<file path="src/rtl/mac_accumulator_4bit.sv">
// Accumulates unsigned 8-bit products into an ACC_W-bit sum and presents each group on a valid/ready port.
// Define MAC_SATURATE_EN to clamp the sum at 2^ACC_W-1 on overflow instead of wrapping.
module mac_accumulator_4bit #(
    parameter  int unsigned ACC_W     = 12,
    parameter  int unsigned MAX_TERMS = 16,
    localparam int unsigned CNT_W     = $clog2(MAX_TERMS + 1)
) (
    input  logic             clk,
    input  logic             rst_n,
    input  logic             clear,
    input  logic [7:0]       in_prod,
    input  logic             in_valid,
    input  logic             in_last,
    output logic             in_ready,
    output logic [ACC_W-1:0] out_data,
    output logic [CNT_W-1:0] out_count,
    output logic             out_ovf,
    output logic             out_valid,
    input  logic             out_ready
);

    typedef enum logic [1:0] {
        IDLE,
        ACCUM,
        HOLD
    } state_t;

    state_t           state, state_nx;
    logic [ACC_W-1:0] acc, acc_base, acc_nx;
    logic [CNT_W-1:0] cnt, cnt_base, cnt_nx;
    logic             ovf, ovf_base, ovf_nx;
    logic [ACC_W:0]   sum;
    logic             carry;
    logic             accept;
    logic             close;

    always_comb begin
        in_ready = 1'b0;
        state_nx = state;

        // A term accepted in IDLE starts a fresh group, so it adds onto zero.
        acc_base = (state == IDLE) ? '0   : acc;
        cnt_base = (state == IDLE) ? '0   : cnt;
        ovf_base = (state == IDLE) ? 1'b0 : ovf;

        sum   = {1'b0, acc_base} + {{(ACC_W - 7){1'b0}}, in_prod};
        carry = sum[ACC_W];
`ifdef MAC_SATURATE_EN
        acc_nx = carry ? '1 : sum[ACC_W-1:0];
`else
        acc_nx = sum[ACC_W-1:0];
`endif
        cnt_nx = cnt_base + 1'b1;
        ovf_nx = ovf_base | carry;
        close  = in_last || (cnt_nx == CNT_W'(MAX_TERMS));

        case (state)
            IDLE, ACCUM: begin
                in_ready = rst_n;
            end
            HOLD: begin
                if (out_ready) state_nx = IDLE;
            end
            default: state_nx = IDLE;
        endcase

        accept = in_valid & in_ready;
        if (accept) state_nx = close ? HOLD : ACCUM;
    end

    always_ff @(posedge clk) begin
        if (!rst_n || clear) state <= IDLE;
        else                 state <= state_nx;
    end

    always_ff @(posedge clk) begin
        if (!rst_n) begin
            acc       <= '0;
            cnt       <= '0;
            ovf       <= 1'b0;
            out_valid <= 1'b0;
            out_data  <= '0;
            out_count <= '0;
            out_ovf   <= 1'b0;
        end else if (clear) begin
            // The presented result fields are deliberately left intact.
            acc       <= '0;
            cnt       <= '0;
            ovf       <= 1'b0;
            out_valid <= 1'b0;
        end else if (accept) begin
            acc <= acc_nx;
            cnt <= cnt_nx;
            ovf <= ovf_nx;
            if (close) begin
                out_data  <= acc_nx;
                out_count <= cnt_nx;
                out_ovf   <= ovf_nx;
                out_valid <= 1'b1;
            end
        end else if (out_valid && out_ready) begin
            out_valid <= 1'b0;
        end
    end

endmodule

</file>
<file path="config.mk">
export PLATFORM = sky130hd
export DESIGN_NAME = mac_accumulator_4bit
export DESIGN_NICKNAME = d
export VERILOG_FILES = /design/src/rtl/mac_accumulator_4bit.sv
export SDC_FILE = /design/constraint.sdc
export NUM_CORES = 1
export LEC_CHECK = 0
export CAP_MARGIN = 20
export CORE_MARGIN = 5
export CORE_UTILIZATION = 25
export CTS_CLUSTER_DIAMETER = 100
export DETAILED_ROUTE_END_ITERATION = 7
export PLACE_DENSITY = 0.55
export SYNTH_ARGS = -nofsm -noshare
export SYNTH_HDL_FRONTEND = slang
export SYNTH_SLANG_ARGS = --single-unit
</file>
<file path="constraint.sdc">
create_clock -name clk -period 7.2 [get_ports clk]
set_clock_uncertainty 0.15 [all_clocks]
set_input_delay 1.8 -clock clk [delete_from_list [all_inputs] [get_ports clk]]
set_output_delay 1.8 -clock clk [all_outputs]
set_load 0.01 [all_outputs]
</file>
==> results list, run 1 <==
- Data arrives at the worst endpoint at 3.21 ns.
* Number of placed I/O pins: 34
- Total track usage: 10.1%
- Setup violations remaining at the end of the flow were counted as 0.
- Highest achievable clock rate: 0.194 GHz
- For the final routed database, the setup TNS stands at 0 ns.
- The die is 102 um wide.
- Slowest stage cell, crit path: clkdlybuf4s50_1
* Basic-gate share of the synthesized area counting and, or, nand and nor cells: approximately 23%
- Measured along the y axis, the die boundary spans 102 um.
- The longest clock path from root to sink contains 2 buffers.
- Floorplan die area: 10300 um^2
- Max incr delay on CP: roughly 0.64 ns
- Summing the areas of all compound-gate instances in the mapped netlist gives 20.0% of the synthesized area.
- Worst R2R Setup Slack: between 4 and 5 ns
- Post-CTS repair changed the size of 0 cells.
- Post-CTS setup buffer count: 0
- Initial core utilization: 25.6%
* Port-buffer cells: 33
* Crit-path max FO: 9
* Type of element launching the critical path: input port
- Counting every sink on the clock net gives 39.
- After Yosys synthesis, full adders, half adders and majority gates account for 6.31% of the synthesized area.
- The count of final max-slew check failures was 0.
* Initial DRC count: a little over 70
* Routability congestion estimate: between 0.8 and 0.9
- Counting instances in the post-synthesis netlist gives the leading cell types as dfxtp_1, nand2_1, nor2_1.
- Area added between synthesis and finish: 24.7%
- Clock-pin slew of the registers on the worst-case setup and hold paths: 0.07 ns
- In the final design database the tool counted around 300 nets.
* Setup repair after global routing missed its margin: false
- After filler insertion, the fill cell instance count of the layout stands at 874.
- Crit Reg-Reg Startpoint: state[1]
- Final critical path time including I/O delays and setup: between 5 and 6 ns
- Placement-stage worst setup slack: 2.01 ns
- The via count of the first global-routing pass is 1681.
* Vias per std cell: ~4.5
* Worst rel slew slack: 39.5%
- Portion of synthesized cell area occupied by the leading cell type: approximately 37%
- TritonCTS created 5 clock buffers.
- In the final layout, the share of cells above drive strength 1 is approximately 7%.
* Number of cells produced by synthesis: 253
- Post-CTS Hold Fix Bufs: 0
- The count of nets left with antenna violations once routing finished came out at 0.
- After Yosys synthesis, XOR and XNOR cells account for 5.00% of the synthesized area.
* Cells along the critical path: clkdlybuf4s50_1 -> and2b_1 -> clkdlybuf4s50_1
- TritonCTS built the clock tree.
- Number of cell rows: 33
- Synth Register Bits: 39
- The worst register-to-register path ends at out_data[10].
* Worst-Skew Late Latency: 0.30 ns
* Antenna violations before repair: 0
- Slew at the pin closest to its max-slew limit: about 0.91 ns
- The number of nets handed over by synthesis was 277.
* Required @ worst endpoint: 5.25 ns
- The first global-routing pass estimated 8120 um of wire.
- Summed over all layers, the global routing overflow is 0.
- For the worst flop-to-flop path, the logic depth is 10.
- Maximum number of pins on one net before global-route repair: 27
- Cell occurring most often along the worst timing path: clkdlybuf4s50_1
- After synthesis, the netlist uses 45 different library cells.
* Mean routed wirelength per cell: approximately 13 um
- Post-layout total power: 0.000459 W
- The worst hold path begins at acc[4].
- In the post-synthesis netlist, the biggest area contributors are dfxtp_1, nand2_1, a21oi_1, ha_1, mux2i_1.
- Mapped cell area: 2100 um^2
- Type of element capturing the critical path: output port
- Average cell area after synthesis: a little over 8 um^2
* Syn. warnings: 0
- Async SR Flop Fraction: 0%
* Cell type contributing the most total cell area after synthesis: dfxtp_1
- Dividing total power by cell area gives a power density of 175 nW/um^2.
- The clock tree synthesis step divided the H-tree into 2 levels.
- Total wire length: 4950 um
- 0 antenna diodes ended up in the layout.
- Among all flip-flop cells after synthesis, the most frequent one is dfxtp_1.
* Clock root buffer: clkbuf_8
- For this run, the detailed router's first-pass iteration total came to 4.
- For this design the static power due to leakage is 0.951 nW.
- In this run the worst hold path is classified as flop to flop.
- Measured against the total synthesized area, the mux share comes to between 4 and 5%.
* Worst Hold End: acc[4]
- Share of the clock period used by the worst path after layout: 71.6%
* Minimum setup slack in the final design: 2.04 ns
* # Max-Cap Violations: 0
* Run status: finished clean
- Number of enable flip-flop cells after synthesis: 0
- Maximum ir drop on the vdd rail: 0.0724 mV
* Via Count: 1751
- Kind of critical path: input port to output port
- Sequential share of the synthesized area: 37.1%
- After floorplanning, the core was sized to cover 8220 um^2.
- Number of stages on the worst hold path: 2
* Number of design rule violations left after detail routing: 0
* Most instantiated library cell after synthesis: dfxtp_1
- Detailed placement HPWL: 3380 um
* Hold violation total from the final report: 0
- Once layout is complete, the utilization of the core stands at a little under a third.
- After synthesis, the largest family of logic cells by area is simple AND/OR/NAND/NOR gates.
-- routing by layer --
layer  GRT usage [%]  part of all wire (%)  up-vias
met5               0                     0        -
met4            3.89                   1.6        0
met3            3.03                   4.0        9
met2            14.9                    42       28
met1            13.7                    52      789
li1                -                     -      925
-- power breakdown --
part / internal (W) / switching [W] / total, W
clock network: 0.000112 / 0.0000802 / 0.000192
logic: 0.0000199 / 0.0000260 / 0.0000459
registers: 0.000219 / 0.00000179 / 0.000221
-- cells in the final DEF (no fill, tap or decap), drive strengths merged, types with 3 or more instances in the layout --
cell type       n
inv             6
a21oi          23
a211oi          4
nor2           26
xnor2           6
nand2          37
xor2            6
o21ai          18
ha              9
clkdlybuf4s50  33
mux2i          10
and2           14
a31oi           3
nand3           6
a21o            4
dfxtp          39
clkbuf          6
-- worst max-delay path by stage --
stage	from	endpoint	slack, ns	cells past startpoint
6_report	rst_n	in_ready	2.04	3
5_1_grt	rst_n	in_ready	1.94	3
4_1_cts	rst_n	in_ready	2.01	3
3_5_place_dp	rst_n	in_ready	2.01	3
3_3_place_gp	rst_n	in_ready	2.02	3
2_1_floorplan	rst_n	in_ready	3.10	2
-- metrics by stage --
step / hold slack [ns] / instance area, um^2 / cells
2_1_floorplan: 0.282 / 2100 / 253
3_3_place_gp: 0.288 / 2500 / 378
3_5_place_dp: 0.293 / 2500 / 378
4_1_cts: 0.304 / 2620 / 386
5_1_grt: 0.327 / 2620 / 386
6_report: 0.301 / 2620 / 386
-- kinds of logic (layout without fill, tap and decap cells) --
group	after synthesis	count (layout)
AND/OR/NAND/NOR	99	99
AO/OA/AOI/OAI	63	63
flip-flops	39	39
buffers and inverters	20	48
XOR/XNOR	12	12
adder cells (fa/ha/maj)	10	10
multiplexers	10	10
-- state kept, by name (all words and copies together) (netlist names) --
name	count
acc	12
cnt	5
out_count	5
out_data	12
out_ovf	1
out_valid	1
ovf	1
state	2
-- critical path, delay by kind of cell --
kind / cells / cell delay [ns]
simple gates: 1 / 0.22
buf+inv: 2 / 1.19
-- layout make-up --
type | count | area [um^2] | area share (%)
Tap cell | 105 | 131 | 5.01
Clock inverter | 2 | 35.0 | 1.34
Sequential cell | 39 | 781 | 29.8
Inverter | 6 | 22.5 | 0.859
Timing Repair Buffer | 34 | 338 | 12.9
Clock buffer | 6 | 82.6 | 3.15
Multi-Input combinational cell | 194 | 1230 | 47.0
Note: power is estimated with default switching activity, not from simulation.
==> run 2: changes to the inputs <==
Clock period 7.2 ns to 5.1 ns, I/O delays scaled along.
==> run 2 against run 1 <==
Non-clock buffer count up 1. Count of clock-buffer cells in the layout rose by 1. Total power increased by 27%. Largest cell class unchanged. Setup slack got worse by 1.1 ns. Routed wire length increased by 0.69%. Sequential share of layout area up 0.33 points.
==> results list, run 2 (synthesis results as in run 1) <==
- LEAKAGE: 0.937 nW (was 0.951 nW)
* Clock-pin slew of the registers on the worst-case setup and hold paths: 0.08 ns (was 0.07 ns)
- The power density over the cells came to 226 nW/um^2 (was 175 nW/um^2).
* Total number of clock tree sinks: 39 (unchanged)
* Global-route wire length before repair: 8250 um (was 8120 um)
* Number of stages on the worst hold path: 2 (unchanged)
- The area added between synthesis and finish was 23.3% (was 24.7%).
- Most common cell after layout, fill and taps aside: dfxtp_1 (unchanged)
- The starting density of the core is 25.6% (unchanged).
* Area used by sequential logic in the layout: 781 um^2 (unchanged)
* Cell occurring most often along the worst timing path: clkdlybuf4s50_1 (unchanged)
- The relative max-transition margin was 41.0% (was 39.5%).
- The CTS root buffer is clkbuf_8 (unchanged).
* Number of slew-limit violations in the final report: 0 (unchanged)
- The average routed wire per standard cell was 12.9 um (was 12.8 um).
- Maximum root-to-sink buffer count: 2 (unchanged)
- Placement-stage worst setup slack: 0.943 ns (was 2.01 ns)
* Vertical die dimension: 102 um (unchanged)
- The classification of the worst-slack hold path is flop to flop (unchanged).
* Slew at the pin closest to its max-slew limit: 0.884 ns (was 0.908 ns)
- The final routed wirelength across all metal layers was 4980 um (was 4950 um).
- The maximum single-stage delay on the critical path came to 0.64 ns (about the same).
- Run status: finished clean (unchanged).
- Cells along the critical path: clkdlybuf4s50_1 -> and2b_1 -> clkdlybuf4s50_1 (unchanged)
- Number of cell rows: 33 (unchanged)
- Post-CTS Hold Fix Bufs: 0 (unchanged)
- The largest net degree at the start of global routing is 27 (unchanged).
- The data arrival time at the worst-slack endpoint was 2.70 ns (was 3.21 ns).
- The count of nets left with antenna violations after detail routing is 0 (unchanged).
- Worst-Skew Late Latency: 0.29 ns (was 0.30 ns)
* Die width: 102 um (unchanged)
- Most frequent cells in the layout: dfxtp_1, nand2_1, clkdlybuf4s50_1, nor2_1, a21oi_1 (unchanged)
- The count of filler cells inserted in the layout came to 854 (was 874).
- The setup slack of the critical path after layout was 0.977 ns (was 2.04 ns).
- CTS tree: built (unchanged)
- Finished Cell Area: 2590 um^2 (was 2620 um^2)
- The estimated wirelength of the detail-placed design came to 3450 um (was 3380 um).
- The required arrival time at the worst endpoint came to 3.67 ns (was 5.25 ns).
* Area occupied by multi-input gates: 1230 um^2 (unchanged)
* Port-buffer cells: 33 (unchanged)
- The maximum resistive drop on vdd came to 0.0950 mV (was 0.0724 mV).
- The end of the worst register-to-register path is out_data[10] (unchanged).
* Total of endpoints with negative setup slack in the final report: 0 (unchanged)
- The launch instance of the worst register-to-register path is state[1] (unchanged).
* Total core area: 8220 um^2 (unchanged)
- The die area is 10300 um^2 (unchanged).
* Number of diodes added for antenna fixing: 0 (unchanged)
* Share of layout cells above drive strength 1: 6.74% (was 7.12%)
- Worst R2R Setup Slack: 2.08 ns (was 4.13 ns)
- The CTS buffer count came to 5 (unchanged).
- The number of resized instances in the post-cts repair step was 0 (unchanged).
- The source of the worst hold timing path is acc[7] (was acc[4]).
- Vias in the first global route: 1684 (was 1681)
* Final setup TNS: 0 ns (unchanged)
* Setup repair after global routing missed its margin: false (unchanged)
- The instance area at placement came to 2510 um^2 (was 2500 um^2).
* Worst Hold End: acc[7] (was acc[4])
* Slowest stage cell, crit path: clkdlybuf4s50_1 (unchanged)
* Grt total ovfl: 0 (unchanged)
- The count of cells along the worst register-to-register path was 10 (unchanged).
- The worst path in the final design needs a cycle of 4.12 ns, including I/O delays and setup.
- The type of destination of the critical path is an output port (unchanged).
* Detailed-router iteration count before antenna repair: 4 (unchanged)
- # Max-Cap Violations: 0 (unchanged)
- The per-cell via count in the routed design is 4.57 (was 4.54).
- Largest registers: acc: 12 flops, out_data: 12 flops (unchanged)
* Number of placed I/O pins: 34 (unchanged)
- Total track usage: 10.2% (was 10.1%)
- The count of endpoints failing hold in the final timing report is 0 (unchanged).
- The DRC marker count from the first detailed-route iteration is 58 (was 71).
- The number of nets in the finished design is 305 (was 304).
* Kind of critical path: input port to output port (unchanged)
- Share of the clock period used by the worst path after layout: around 81%
- Type of element launching the critical path: input port (unchanged)
- Via Count: 1770 (was 1751)
- Crit-path max FO: 9 (unchanged)
* Highest achievable clock rate: 0.243 GHz
* Post-CTS setup buffer count: 0 (unchanged)
- Number of design rule violations left after detail routing: 0 (unchanged)
* Post-Route Hold Slack: 0.304 ns (was 0.301 ns)
- Deepest level of the CTS H-tree: 2 (unchanged)
* Antenna violations before repair: 0 (unchanged)
- The global placement routability congestion is 0.801 (was 0.803).
-- run 2: cell types whose count changed in the layout (fill, tap and decap cells not counted), sizes merged --
cell    change
bufinv      -1
clkbuf      +1
buf         +1
-- run 2: power breakdown --
| group | internal, W | switching [W] |
|---|---|---|
| Clock | 0.0000962 | 0.000111 |
| Sequential | 0.000309 | 0.00000247 |
| Combinational | 0.0000286 | 0.0000371 |
-- run 2: worst max-delay path by stage --
| stage | from | endpoint | cells after the start |
|---|---|---|---|
| after global placement | rst_n | in_ready | 3 |
| after floorplan | in_prod[0] | out_data[10] | 8 |
| final | rst_n | in_ready | 3 |
| after detailed placement | rst_n | in_ready | 3 |
| after global routing | rst_n | in_ready | 3 |
| after CTS | rst_n | in_ready | 3 |
-- run 2: stage by stage --
step	instances	power (W)	utilization, %
floorplan	253	0.000358	-
global placement	379	0.000384	30.6
detailed placement	379	0.000385	30.6
CTS	387	0.000592	31.6
global route	387	0.000613	31.6
finish	387	0.000585	31.6
-- run 2: final cells by class --
class                           instances  area share, %
Timing Repair Buffer                   35           13.3
Clock inverter                          1          0.193
Clock buffer                            7           2.94
Inverter                                6          0.869
Tap cell                              105           5.07
Sequential cell                        39           30.1
Multi-Input combinational cell        194           47.5
-- run 2: worst max-delay path: cells and delay by family --
family / cells / cell delay, ns
buf+inv: 2 / 1.19
simple gates: 1 / 0.22
-- run 2: metal layers --
metal	vias to the layer above	share of wire, %	track usage [%]
li1	924	-	-
met1	808	49	13.3
met2	30	44	15.8
met3	8	4.6	2.96
met4	0	2.3	4.09
met5	-	0	0
==> RTL edit 1: new RTL, settings of run 2 <==
Encoding of `state_t`: now one-hot (3 bits for 3 states).
--- a/src/rtl/mac_accumulator_4bit.sv
+++ b/src/rtl/mac_accumulator_4bit.sv
@@ -19,10 +19,10 @@
     input  logic             out_ready
 );
 
-    typedef enum logic [1:0] {
-        IDLE,
-        ACCUM,
-        HOLD
+    typedef enum logic [2:0] {
+        IDLE  = 3'b001,
+        ACCUM = 3'b010,
+        HOLD  = 3'b100
     } state_t;
 
     state_t           state, state_nx;
Formal check against the unedited RTL: same outputs for any inputs over 4 cycles, from zero or initial values and one cycle with rst_n low; so few cycles prove little.
==> RTL edit 1 against run 2 <==
Wire length rose by 19%; cell area rose by 9.0%; area after synthesis rose by 10%; setup slack got worse by 0.086 ns; die area rose by 9.4%; sequential cell count rose by 1; via count rose by 15%; worst hold slack improved by 0.0012 ns; synthesized cell count rose by 8.7%; maximum frequency fell by 2.0%; critical path depth rose by 1; power rose by 11%; clock power rose by 24%; largest cell class unchanged.
==> RTL edit 1: results (changes against run 2) <==
INFO  metric yosysWarnings = 0 (unchanged)
INFO  metric cts-buffers-inserted = 5 (unchanged)
INFO  metric number_of_fill_cells_in_the_layout = 949 (+11%)
INFO  metric async_set_or_reset_register_ratio_after_synthesis = 0 (unchanged)
INFO  metric netSwitchingPower = 0.000159 W (+5.2%)
INFO  metric mappedNetlistNets = 300 (+8.3%)
INFO  metric dpl_cell_area = 2720 sq um (+8.2%)
INFO  metric vias_per_cell = 4.91 (+7.4%)
INFO  metric layout-drive-gt1-share = 0.0728 (+0.00547)
INFO  metric cts_root_buffer = sky130_fd_sc_hd__clkbuf_8
INFO  metric number_of_cells_upsized_or_downsized_after_cts = 0 (unchanged)
INFO  metric nets = 326 (+6.9%)
INFO  metric place.gp.congestion = 0.812 (+1.3%)
INFO  metric drt_iter0_drc = 78 (+34%)
INFO  metric number_of_antenna_violations_at_the_first_check_in_global_routing = 0 (unchanged)
INFO  metric totalWireLength = 5930 um (+19%)
INFO  metric leakage = 0.986 nW (+5.3%)
INFO  metric maxCapViolCount = 0 (unchanged)
INFO  metric post_cts_buffers = 0 (unchanged)
INFO  metric maximum_number_of_pins_on_one_net_before_global_route_repair = 23 (-15%)
INFO  metric clk-insertion-delay-late = 0.29 ns (about the same)
INFO  metric synth.area.top_cells = sky130_fd_sc_hd__dfxtp_1 35%, sky130_fd_sc_hd__nand2_1 5.7%, sky130_fd_sc_hd__a21oi_1 5.6%, sky130_fd_sc_hd__ha_1 5.4%, sky130_fd_sc_hd__nand3_1 4.1%
INFO  metric grt_pass1_wl = 9760 um (+18%)
INFO  metric port-buffer-count = 33 (unchanged)
INFO  metric path_max_fanout = 8 (-1)
INFO  metric dp_hpwl = 4320 um (+25%)
INFO  metric largestRegisters = acc x12, out_data x12
INFO  metric run_status = completed
INFO  metric cts.clk_slew.worst_paths = 0.08 ns (about the same)
INFO  metric maximum_level_of_the_cts_h_tree = 2 (unchanged)
INFO  metric slew_headroom = 0.542 (+0.132)
INFO  metric via_count_of_the_first_global_routing_pass = 1999 (+19%)
INFO  metric crit_arrival = 2.78 ns (+0.08 ns)
INFO  metric num_antenna_cells = 0 (unchanged)
INFO  metric gr-usage-all-layers = 0.107 (+0.00559)
INFO  metric first_pass_iters = 4 (unchanged)
INFO  metric vdd.ir_drop.worst = 0.0994 mV (+4.7%)
INFO  metric ys_seq_area_frac = 0.345 (-0.0264)
INFO  metric cts.path.max_buffers = 2 (unchanged)
INFO  metric synth_cell_type_count = 57 (+27%)
INFO  metric top_cells_by_count_synth = 40 x sky130_fd_sc_hd__dfxtp_1, 35 x sky130_fd_sc_hd__nand2_1, 26 x sky130_fd_sc_hd__a21oi_1
INFO  metric worst_hold_path_type = reg2reg
## RTL edit 1: cell types whose count changed after synthesis, moves of 8 or more
cell                             run 2  this run
sky130_fd_sc_hd__o21ai_1             0        12
sky130_fd_sc_hd__o21ai_0            17         4
sky130_fd_sc_hd__nand3_1             5        19
sky130_fd_sc_hd__nor2_1             26        12
sky130_fd_sc_hd__nor3_1              1         9
## RTL edit 1: worst max-delay path: stages
cell and delay, ns:
sky130_fd_sc_hd__clkdlybuf4s50_1 0.62, sky130_fd_sc_hd__nor2b_1 0.22, sky130_fd_sc_hd__and2_1 0.15, sky130_fd_sc_hd__clkdlybuf4s50_1 0.52
## RTL edit 1: cell families (layout without fill, tap and decap cells)
group,count (synthesis),in the layout,share of synthesized area
compound gates,78,78,0.232
xor+xnor,12,12,0.0453
fa+ha+maj,11,11,0.0625
buf+inv,22,49,0.0458
flops,40,40,0.345
mux,5,5,0.0216
simple gates,107,107,0.247
## RTL edit 1: layer usage
metal  track usage  share of wire  wire length, um
met4        0.0250         0.0069               41
met1         0.156           0.54             3170
met5             0              0                0
met2         0.154           0.41             2410
met3        0.0322          0.051              300
## RTL edit 1: final cells by class
type | instances | area (sq um) | area share
Sequential cell | 40 | 801 | 0.283
Clock buffer | 6 | 72.6 | 0.0257
Inverter | 7 | 26.3 | 0.00930
Timing Repair Buffer | 34 | 338 | 0.120
Tap cell | 111 | 139 | 0.0492
Multi-Input combinational cell | 213 | 1410 | 0.500
Clock inverter | 2 | 35.0 | 0.0124
## RTL edit 1: stage by stage
stage / instances / utilization / setup WS (ns) / power (W)
2_1_floorplan: 275 / - / 1.83 / 0.000372
3_3_place_gp: 405 / 0.297 / 0.913 / 0.000401
3_5_place_dp: 405 / 0.297 / 0.881 / 0.000402
4_1_cts: 413 / 0.309 / 0.877 / 0.000661
5_1_grt: 413 / 0.309 / 0.814 / 0.000685
6_report: 413 / 0.309 / 0.891 / 0.000651
## RTL edit 1: path summary, 6_finish.rpt
kind	start	endpoint	slack [ns]	cells past startpoint
max	rst_n	in_ready	0.89	4
min	acc[5]	acc[5]	0.30	2
max reg2reg	state[0]	out_data[11]	1.73	9
min reg2reg	acc[5]	acc[5]	0.30	2
## RTL edit 1: power groups by stage
stage / clock network, W / logic (W) / registers, W
after floorplan: 0 / 0.0000435 / 0.000329
after global placement: 0 / 0.0000722 / 0.000329
after detailed placement: 0 / 0.0000734 / 0.000328
after CTS: 0.000266 / 0.0000738 / 0.000321
after global routing: 0.000282 / 0.0000810 / 0.000322
final: 0.000257 / 0.0000728 / 0.000321
==> RTL edit 2: new RTL, config.mk and constraints of run 2 <==
Made on the original files. Change the parameter `ACC_W` from 12 to 24.
--- a/src/rtl/mac_accumulator_4bit.sv
+++ b/src/rtl/mac_accumulator_4bit.sv
@@ -1,7 +1,7 @@
 // Accumulates unsigned 8-bit products into an ACC_W-bit sum and presents each group on a valid/ready port.
 // Define MAC_SATURATE_EN to clamp the sum at 2^ACC_W-1 on overflow instead of wrapping.
 module mac_accumulator_4bit #(
-    parameter  int unsigned ACC_W     = 12,
+    parameter  int unsigned ACC_W     = 24,
     parameter  int unsigned MAX_TERMS = 16,
     localparam int unsigned CNT_W     = $clog2(MAX_TERMS + 1)
 ) (
Ports: changed (resized out_data); port bits go from 34 to 46. No check against the original RTL was run, so the function may have changed too.
==> RTL edit 2 against run 2 <==
Power increased by 120%; area after synthesis increased by 61%; sequential cell count increased by 24; count of clock-buffer cells in the layout increased by 4; sequential share of layout area decreased by 0.86 points; cell area increased by 66%; core utilization increased by 1.0 points; global-route usage increased by 1.3 points; wire length increased by 82%; setup slack improved by 0.0025 ns; critical endpoint unchanged; largest power group is now the clock network; highest routed layer unchanged.
==> RTL edit 2: results (changes against run 2) <==
INFO  metric reg2reg_setup_slack = 1.18 ns (-0.90 ns)
INFO  metric largestRegisters = acc x24, out_data x24
INFO  metric cells_after_synthesis = 418 (+65%)
INFO  metric top_cells_by_count_synth = 63 x sky130_fd_sc_hd__dfxtp_1, 57 x sky130_fd_sc_hd__nand2_1, 39 x sky130_fd_sc_hd__a21oi_1
INFO  metric timing.rr.start = state[0]
INFO  metric port-buffer-count = 45 (+36%)
INFO  metric dp_hpwl = 6120 um (+77%)
INFO  metric placedCellCount = 616 (+63%)
INFO  metric worst_r2r_endpoint = acc[20]
INFO  metric dpl_cell_area = 3980 sq um (+58%)
INFO  metric leakage = 1.44 nW (+54%)
INFO  metric path_max_fanout = 3 (-6)
INFO  metric dr_total_vias = 3094 (+75%)
INFO  metric holdPathEnd = acc[1]
INFO  metric cts.clk_slew.worst_paths = 0.06 ns (-0.02 ns)
INFO  metric drt_iter0_drc = 245 (+320%)
INFO  metric maximum_number_of_pins_on_one_net_before_global_route_repair = 46 (+70%)
INFO  metric number_of_fill_cells_in_the_layout = 1399 (+64%)
INFO  metric synth_xor_area_frac = 0.0544 (+0.00436)
INFO  metric run_status = completed
INFO  metric synth-compound-area-share = 0.219 (+0.0189)
INFO  metric switching_power_as_a_share_of_total_power = 0.222 (-0.0365)
INFO  metric place.gp.congestion = 0.855 (+6.8%)
INFO  metric final_hold_slack = 0.300 ns (-0.00351 ns)
INFO  metric final_cell_count_no_fill = 632 (+63%)
INFO  metric grt_pass1_wl = 14900 um (+80%)
INFO  metric synth-adder-area-share = 0.0429 (-0.0202)
INFO  metric min-delay-start = acc[1]
INFO  metric cts_root_buffer = sky130_fd_sc_hd__clkbuf_16
INFO  metric crit_path_max_incr_delay = 0.61 ns (-0.03 ns)
INFO  metric cts-buffers-inserted = 9 (+4)
INFO  metric worst-slew-pin-transition = 0.764 ns (-0.121 ns)
INFO  metric clk-insertion-delay-late = 0.33 ns (+0.04 ns)
INFO  metric layout-drive-gt1-share = 0.0789 (+0.0116)
INFO  metric nets = 476 (+56%)
INFO  metric totalWireLength = 9080 um (+82%)
INFO  metric vdd.ir_drop.worst = 0.161 mV (+69%)
INFO  metric placement.setup.worst_slack = 0.884 ns (-0.0594 ns)
## RTL edit 2: cell types whose count changed after synthesis, sizes merged, moves of 7 or more
cell	delta
nand3	+7
o21ai	+10
a21oi	+16
dfxtp	+24
nand2	+20
nor2	+11
clkbuf	+10
o211ai	+7
xnor2	+7
## RTL edit 2: layout make-up
| class | count | area (sq um) | share of cell area |
|---|---|---|---|
| Timing Repair Buffer | 51 | 495 | 0.115 |
| Sequential cell | 63 | 1260 | 0.293 |
| Clock inverter | 5 | 80.1 | 0.0186 |
| Tap cell | 176 | 220 | 0.0511 |
| Multi-Input combinational cell | 317 | 1970 | 0.456 |
| Clock buffer | 11 | 253 | 0.0586 |
| Inverter | 9 | 33.8 | 0.00784 |
## RTL edit 2: per-layer routing
layer  share of wire  wire length (um)  vias to the layer above  track usage
met1            0.46              4190                     1460        0.151
met3           0.062               564                       15       0.0357
met5               0                 0                        -            0
met4           0.018               167                        0       0.0353
li1                -                 -                     1540            -
met2            0.46              4150                       79        0.182
## RTL edit 2: worst max-delay path by stage
stage                     from  endpoint  slack, ns  depth (start not counted)
floorplan             state[0]   out_ovf       1.58                         14
global placement    in_prod[0]   acc[20]       0.94                          9
detailed placement  in_prod[0]   acc[20]       0.88                          9
CTS                      rst_n  in_ready       0.95                          3
global route             rst_n  in_ready       0.90                          3
finish                   rst_n  in_ready       0.98                          3
## RTL edit 2: critical path, delay by kind of cell
family / cells / cell delay [ns]
buf+inv: 2 / 1.13
simple gates: 1 / 0.30
## RTL edit 2: power by group through the flow
stage	logic, W	registers (W)	clock network, W
final	0.0000799	0.000502	0.000680
after floorplan	0.0000454	0.000512	0
after detailed placement	0.0000798	0.000512	0
after global routing	0.0000880	0.000502	0.000721
after global placement	0.0000790	0.000512	0
after CTS	0.0000804	0.000502	0.000696
